===== src/rtl/multi_phase_traffic_controller.sv =====
// multi_phase_traffic_controller: demand-actuated N-phase signal sequencer with round-robin service; TLC_FLASH_EN adds a flash mode
module multi_phase_traffic_controller #(
  parameter int NUM_PHASES  = 4,
  parameter int CNT_W       = 16,
  parameter int GREEN_MIN   = 1000,
  parameter int GREEN_MAX   = 3000,
  parameter int YELLOW_TIME = 500,
  parameter int ALLRED_TIME = 100,
  parameter int FLASH_HALF  = 250,
  localparam int AW = NUM_PHASES > 2 ? $clog2(NUM_PHASES) : 1
) (
  input  logic                  clk,
  input  logic                  rst,
`ifdef TLC_FLASH_EN
  input  logic                  flash_req,
`endif
  input  logic [NUM_PHASES-1:0] demand,
  output logic [NUM_PHASES-1:0] phase_red,
  output logic [NUM_PHASES-1:0] phase_yellow,
  output logic [NUM_PHASES-1:0] phase_green,
  output logic [AW-1:0]         active_phase,
  output logic [NUM_PHASES-1:0] pending
);
  typedef enum logic [1:0] {
    S_GREEN  = 2'd0,
    S_YELLOW = 2'd1,
`ifdef TLC_FLASH_EN
    S_FLASH  = 2'd3,
`endif
    S_ALLRED = 2'd2
  } state_t;
  localparam logic [CNT_W-1:0] GMIN1 = CNT_W'(GREEN_MIN - 1);
  localparam logic [CNT_W-1:0] GMAX1 = CNT_W'(GREEN_MAX - 1);
  localparam logic [CNT_W-1:0] YEL1  = CNT_W'(YELLOW_TIME - 1);
  localparam logic [CNT_W-1:0] AR1   = CNT_W'(ALLRED_TIME - 1);
  localparam logic [CNT_W-1:0] FH1   = CNT_W'(FLASH_HALF - 1);
  state_t                r_state, w_state_nxt;
  logic [CNT_W-1:0]      r_cnt, w_cnt_nxt;
  logic [AW-1:0]         r_active, w_active_nxt, w_rr, w_idx;
  logic [NUM_PHASES-1:0] r_pending, w_pend_nxt, w_oh, w_set, w_clr, w_g, w_y;
  logic                  w_flash, w_fexit, w_flash_on;
`ifdef TLC_FLASH_EN
  logic r_flash_on, r_fexit;
  assign w_flash    = r_state == S_FLASH;
  assign w_fexit    = r_fexit;
  assign w_flash_on = r_flash_on;
  always_ff @(posedge clk or posedge rst)
    if (rst) begin
      r_flash_on <= 1'b1;
      r_fexit    <= 1'b0;
    end else begin
      r_flash_on <= !w_flash ? 1'b1 : (r_cnt == FH1 ? ~r_flash_on : r_flash_on);
      r_fexit    <= w_flash ? 1'b1 : (r_state == S_ALLRED ? r_fexit : 1'b0);
    end
`else
  assign w_flash    = 1'b0;
  assign w_fexit    = 1'b0;
  assign w_flash_on = 1'b0;
`endif
  always_comb begin
    w_oh = NUM_PHASES'(1) << r_active;
    w_rr = r_active;
    w_idx = r_active;
    // descending search so the nearest pending phase after the active one wins
    for (int k = NUM_PHASES; k > 0; k--) begin
      w_idx = AW'((int'(r_active) + k) % NUM_PHASES);
      if (r_pending[w_idx]) w_rr = w_idx;
    end
    w_state_nxt = r_state;
    w_active_nxt = r_active;
    case (r_state)
      S_GREEN:  if (r_cnt >= GMIN1 && |(r_pending & ~w_oh) && (r_cnt == GMAX1 || !demand[r_active]))
                  w_state_nxt = S_YELLOW;
      S_YELLOW: if (r_cnt == YEL1) w_state_nxt = S_ALLRED;
      S_ALLRED: if (r_cnt == AR1) begin
                  w_state_nxt = S_GREEN;
                  w_active_nxt = w_fexit ? '0 : w_rr;
                end
`ifdef TLC_FLASH_EN
      S_FLASH:  if (!flash_req) w_state_nxt = S_ALLRED;
`endif
      default:  w_state_nxt = S_ALLRED;
    endcase
`ifdef TLC_FLASH_EN
    if (flash_req) w_state_nxt = S_FLASH;
`endif
    w_set = demand & ~(r_state == S_GREEN ? w_oh : '0);
    w_clr = (w_state_nxt == S_GREEN && r_state != S_GREEN) ? NUM_PHASES'(1) << w_active_nxt : '0;
    w_pend_nxt = w_flash ? r_pending : (r_pending | w_set) & ~w_clr;
    w_cnt_nxt = w_state_nxt != r_state ? '0 :
                (r_state == S_GREEN && r_cnt == GMAX1) ? r_cnt :
                (w_flash && r_cnt == FH1) ? '0 : r_cnt + 1'b1;
  end
  always_ff @(posedge clk or posedge rst)
    if (rst) begin
      r_state   <= S_GREEN;
      r_cnt     <= '0;
      r_active  <= '0;
      r_pending <= '0;
    end else begin
      r_state   <= w_state_nxt;
      r_cnt     <= w_cnt_nxt;
      r_active  <= w_active_nxt;
      r_pending <= w_pend_nxt;
    end
  always_comb begin
    w_g = r_state == S_GREEN ? w_oh : '0;
    w_y = r_state == S_YELLOW ? w_oh : (w_flash ? {NUM_PHASES{w_flash_on}} : '0);
  end
  assign phase_green  = w_g;
  assign phase_yellow = w_y;
  assign phase_red    = w_flash ? '0 : ~(w_g | w_y);
  assign active_phase = r_active;
  assign pending      = r_pending;
endmodule

===== config.mk =====
export PLATFORM = sky130hd
export DESIGN_NAME = multi_phase_traffic_controller
export DESIGN_NICKNAME = d
export VERILOG_FILES = /design/src/rtl/multi_phase_traffic_controller.sv
export SDC_FILE = /design/constraint.sdc
export NUM_CORES = 1
export LEC_CHECK = 0
export CAP_MARGIN = 30
export CELL_PAD_IN_SITES_DETAIL_PLACEMENT = 0
export CELL_PAD_IN_SITES_GLOBAL_PLACEMENT = 1
export CORE_ASPECT_RATIO = 0.8
export CORE_UTILIZATION = 43
export CTS_BUF_LIST = sky130_fd_sc_hd__clkbuf_8
export CTS_CLUSTER_SIZE = 20
export DETAILED_ROUTE_END_ITERATION = 16
export PLACE_DENSITY_LB_ADDON = 0.1
export SLEW_MARGIN = 15
export SYNTH_ARGS = -nofsm -noshare
export SYNTH_HDL_FRONTEND = slang
export SYNTH_SLANG_ARGS = --single-unit

===== constraint.sdc =====
create_clock -name clk -period 2.5 [get_ports clk]
set_input_delay 0.625 -clock clk [delete_from_list [all_inputs] [get_ports clk]]
set_output_delay 0.625 -clock clk [all_outputs]
set_load 0.005 [all_outputs]

==> qor.csv, run 1 <==
metric,value,unit
outcome,finished with violations,
violated checks,design-rule violations,
Vias per Instance,5.94,
Critical Path End Type,output pin,
Total Die Area,4080,um^2
async set or reset register ratio after synthesis,100,%
destination of the critical timing path,phase_green[2],
count of standard-cell rows,19,
number of design-rule violations left by the first detailed-router iteration,99,
sort of element at the start of the critical path,register,
leakage power,0.000851,uW
Post-Syn Nets,192,
layout cells sized above 1,11.4,%
root buffer cell,sky130_fd_sc_hd__clkbuf_8,
I/O pin count,24,
"Data required, critical path",1.88,ns
worst min-delay path category,reg2reg,
drt first pass iters,10,
die boundary height,57.3,um
number of storage elements in the synthesis netlist,24,
synth top area cells,"sky130_fd_sc_hd__dfrtp_1 (37%), sky130_fd_sc_hd__nor3_1 (4.9%), sky130_fd_sc_hd__nand2_1 (4.3%)",
most common flop cell mapped by yosys,sky130_fd_sc_hd__dfrtp_1,
data arrival time of the critical path,1.79,ns
Yosys cell types,44,
global route total overflow,0,
estimated wirelength of the detail-placed design,3.21,mm
DR WL/cell,16.7,um
clock latency at the later pin of the worst-skew pair,0.27,ns
Max Clock Freq,0.415,GHz
instance area at placement,1940,um^2
Port Buffers,23,
maximum ir drop on the vdd rail,260,uV
pins over their slew limit,0,
number of remaining DRC errors,2,
Fin. Hold Viols,0,
crit path launch,active_phase[0]$_DFF_PP0_,
top cell type by total area after synthesis,sky130_fd_sc_hd__dfrtp_1,
Vias,1498,
detailed-route wire length,4.22,mm
number of buffers added by the clock tree synthesis step,3,
worst reg2reg setup slack,0.21,ns
initial antenna violation count,0,
"Clk pin slew, worst setup/hold paths",0.09,ns
count of synthesis-stage warnings from yosys,0,
Global Route Usage Sum,23.1,%
Setup TNS Final,0,ns
core occupancy in the finished layout,56.8,%
Power per Cell Area,338,nW/um^2
maximum clock insertion buffer count,2,
min Tclk post-route,2.41,ns
maximum level of the CTS H-tree,1,
placeable core region,3540,um^2
CP Class,reg2out,
cts-stage hold buffer count,0,
count of clock tree sinks,24,
worst-case headroom to the max-slew limit,69.2,%
"EDFF count, synth",0,
Syn Area/Cell,9.08,um^2
register area share after synthesis,36.5,%
slew at the pin closest to its max-slew limit,0.455,ns
fraction of synthesized cell area taken by the top area cell type,36.5,%
Final Cell Area,2010,um^2
clock tree from TritonCTS,done,
final critical-path share of the clock period,96.5,%
"commonest cells after routing, fill and taps aside","sky130_fd_sc_hd__dfrtp_1 (23), sky130_fd_sc_hd__clkdlybuf4s50_1 (23), sky130_fd_sc_hd__nand2_1 (19), sky130_fd_sc_hd__nor3_1 (16)",
largest net degree at the start of global routing,25,
total of max-cap violations,0,
vias in the first global route,1467,
Layout area overhead,22.5,%
RSZ-0062 raised after global routing,no,
count of inserted antenna diode cells,0,
critical-path maximum fanout,6,
weighted congestion reported at the end of routability-driven placement,0.998,
logic depth of the worst register-to-register path,6,
die extent in x,71.1,um
Critical R2R Capture,pending[1]$_DFF_PP0_,
final worst clock skew,0.00411,ns
cell area after synthesis,1640,um^2
global-route wire length before repair,7.25,mm
setup violation total in the final timing report,0,
source of the worst register-to-register timing path,r_cnt[0]$_DFFE_PP0P_,
remaining number of nets flagged by the antenna check after routing,0,
gate count of the mapped netlist,181,
initial core utilization,46.4,%
net count of the finished layout,222,
area by class of cell:
| type | instances | area (um^2) |
|---|---|---|
| Fill cell | 311 | 1530 |
| Multi-Input combinational cell | 140 | 976 |
| Sequential cell | 24 | 602 |
| Timing Repair Buffer | 30 | 283 |
| Clock buffer | 4 | 55.1 |
| Tap cell | 42 | 52.6 |
| Inverter | 12 | 45.0 |
power breakdown:
group	leakage [uW]	switching (uW)	total (uW)	internal, uW
Sequential	0.000293	0.000000000000553	388	388
Clock	0.0000288	134	274	141
Combinational	0.000529	9.96	19.2	9.20
Total	0.000851	144	681	538
metrics by stage:
stage          setup slack (ns)  hold slack [ns]  instances  power [uW]
3_5_place_dp              0.192            0.535        247         416
5_1_grt                 0.00327            0.625        252         711
3_3_place_gp              0.224            0.517        247         415
4_1_cts                 0.00976            0.559        251         689
2_1_floorplan             0.320            0.484        181         403
6_report                 0.0882            0.558        252         681
cells in the mapped netlist, types with 2 or more instances:
library cell	instances
sky130_fd_sc_hd__dfrtp_1	24
sky130_fd_sc_hd__nand2_1	19
sky130_fd_sc_hd__nor3_1	16
sky130_fd_sc_hd__inv_1	12
sky130_fd_sc_hd__a21oi_1	11
sky130_fd_sc_hd__nor2_1	11
sky130_fd_sc_hd__xnor2_1	8
sky130_fd_sc_hd__nand3_1	6
sky130_fd_sc_hd__nand4_1	6
sky130_fd_sc_hd__xor2_1	6
sky130_fd_sc_hd__ha_1	5
sky130_fd_sc_hd__nand2b_1	5
sky130_fd_sc_hd__and2_1	4
sky130_fd_sc_hd__mux2i_1	4
sky130_fd_sc_hd__and3_1	3
sky130_fd_sc_hd__clkbuf_1	3
sky130_fd_sc_hd__o21ai_0	3
sky130_fd_sc_hd__a211oi_1	2
sky130_fd_sc_hd__a22o_1	2
sky130_fd_sc_hd__a31oi_1	2
sky130_fd_sc_hd__mux4_2	2
sky130_fd_sc_hd__nor2b_1	2
sky130_fd_sc_hd__nor4_4	2
sky130_fd_sc_hd__o22ai_1	2
sky130_fd_sc_hd__or2_2	2
metal layers:
layer  vias to the layer above  share of wire, %  track usage (%)
met4                         0              0.76             6.57
met5                         -                 0                0
li1                        709                 -                -
met2                        63                42             34.2
met1                       722                50             34.5
met3                         4               7.1             4.42
critical path: stages, from the launching register on:
cell and delay [ns]:
sky130_fd_sc_hd__dfrtp_1 0.39, sky130_fd_sc_hd__inv_1 0.18, sky130_fd_sc_hd__ha_1 0.28, sky130_fd_sc_hd__nand2_1 0.11, sky130_fd_sc_hd__inv_1 0.06, sky130_fd_sc_hd__clkdlybuf4s50_1 0.49
kinds of logic (layout without fill, tap and decap cells):
logic type	count (synthesis)	after routing	share of synthesized area (%)
AND/OR/NAND/NOR	84	84	28.8
XOR/XNOR	14	14	7.46
AO/OA/AOI/OAI	30	30	13.1
adder cells (fa/ha/maj)	5	5	3.81
multiplexers	7	7	5.86
buffers and inverters	17	46	4.41
flip-flops	24	24	36.5
flip-flops by register name (all words and copies together) (netlist names):
register      cells
r_cnt            16
pending           4
r_state           2
active_phase      2
worst min-delay path by stage:
| stage | from | to | slack (ns) | depth (start not counted) |
|---|---|---|---|---|
| after floorplan | r_state[0]$_DFF_PP0_ | r_state[1]$_DFF_PP0_ | 0.48 | 2 |
| after global placement | r_state[0]$_DFF_PP0_ | r_state[1]$_DFF_PP0_ | 0.52 | 2 |
| after detailed placement | r_state[0]$_DFF_PP0_ | r_state[1]$_DFF_PP0_ | 0.53 | 2 |
| after CTS | r_state[0]$_DFF_PP0_ | r_state[1]$_DFF_PP0_ | 0.56 | 2 |
| after global routing | r_state[0]$_DFF_PP0_ | r_state[1]$_DFF_PP0_ | 0.62 | 2 |
| final | r_state[0]$_DFF_PP0_ | r_state[1]$_DFF_PP0_ | 0.56 | 2 |
what timing repair did:
action	CTS	global route
gates resized for setup	3	1
endpoints found under the setup margin	6	4
setup buffers	0	1
Note: power is estimated with default switching activity, not from simulation.
==> inputs of run 2 (changes only) <==
- CTS_CLUSTER_SIZE: 20 -> 10
==> results of run 2 <==
Same layout as run 1: the final DEF is identical, and so are final timing and power.
==> inputs of run 3 (changes only) <==
- CAP_MARGIN: 30 -> 10
==> results of run 3 <==
Same layout as run 1: the final DEF is identical, and so are final timing and power.
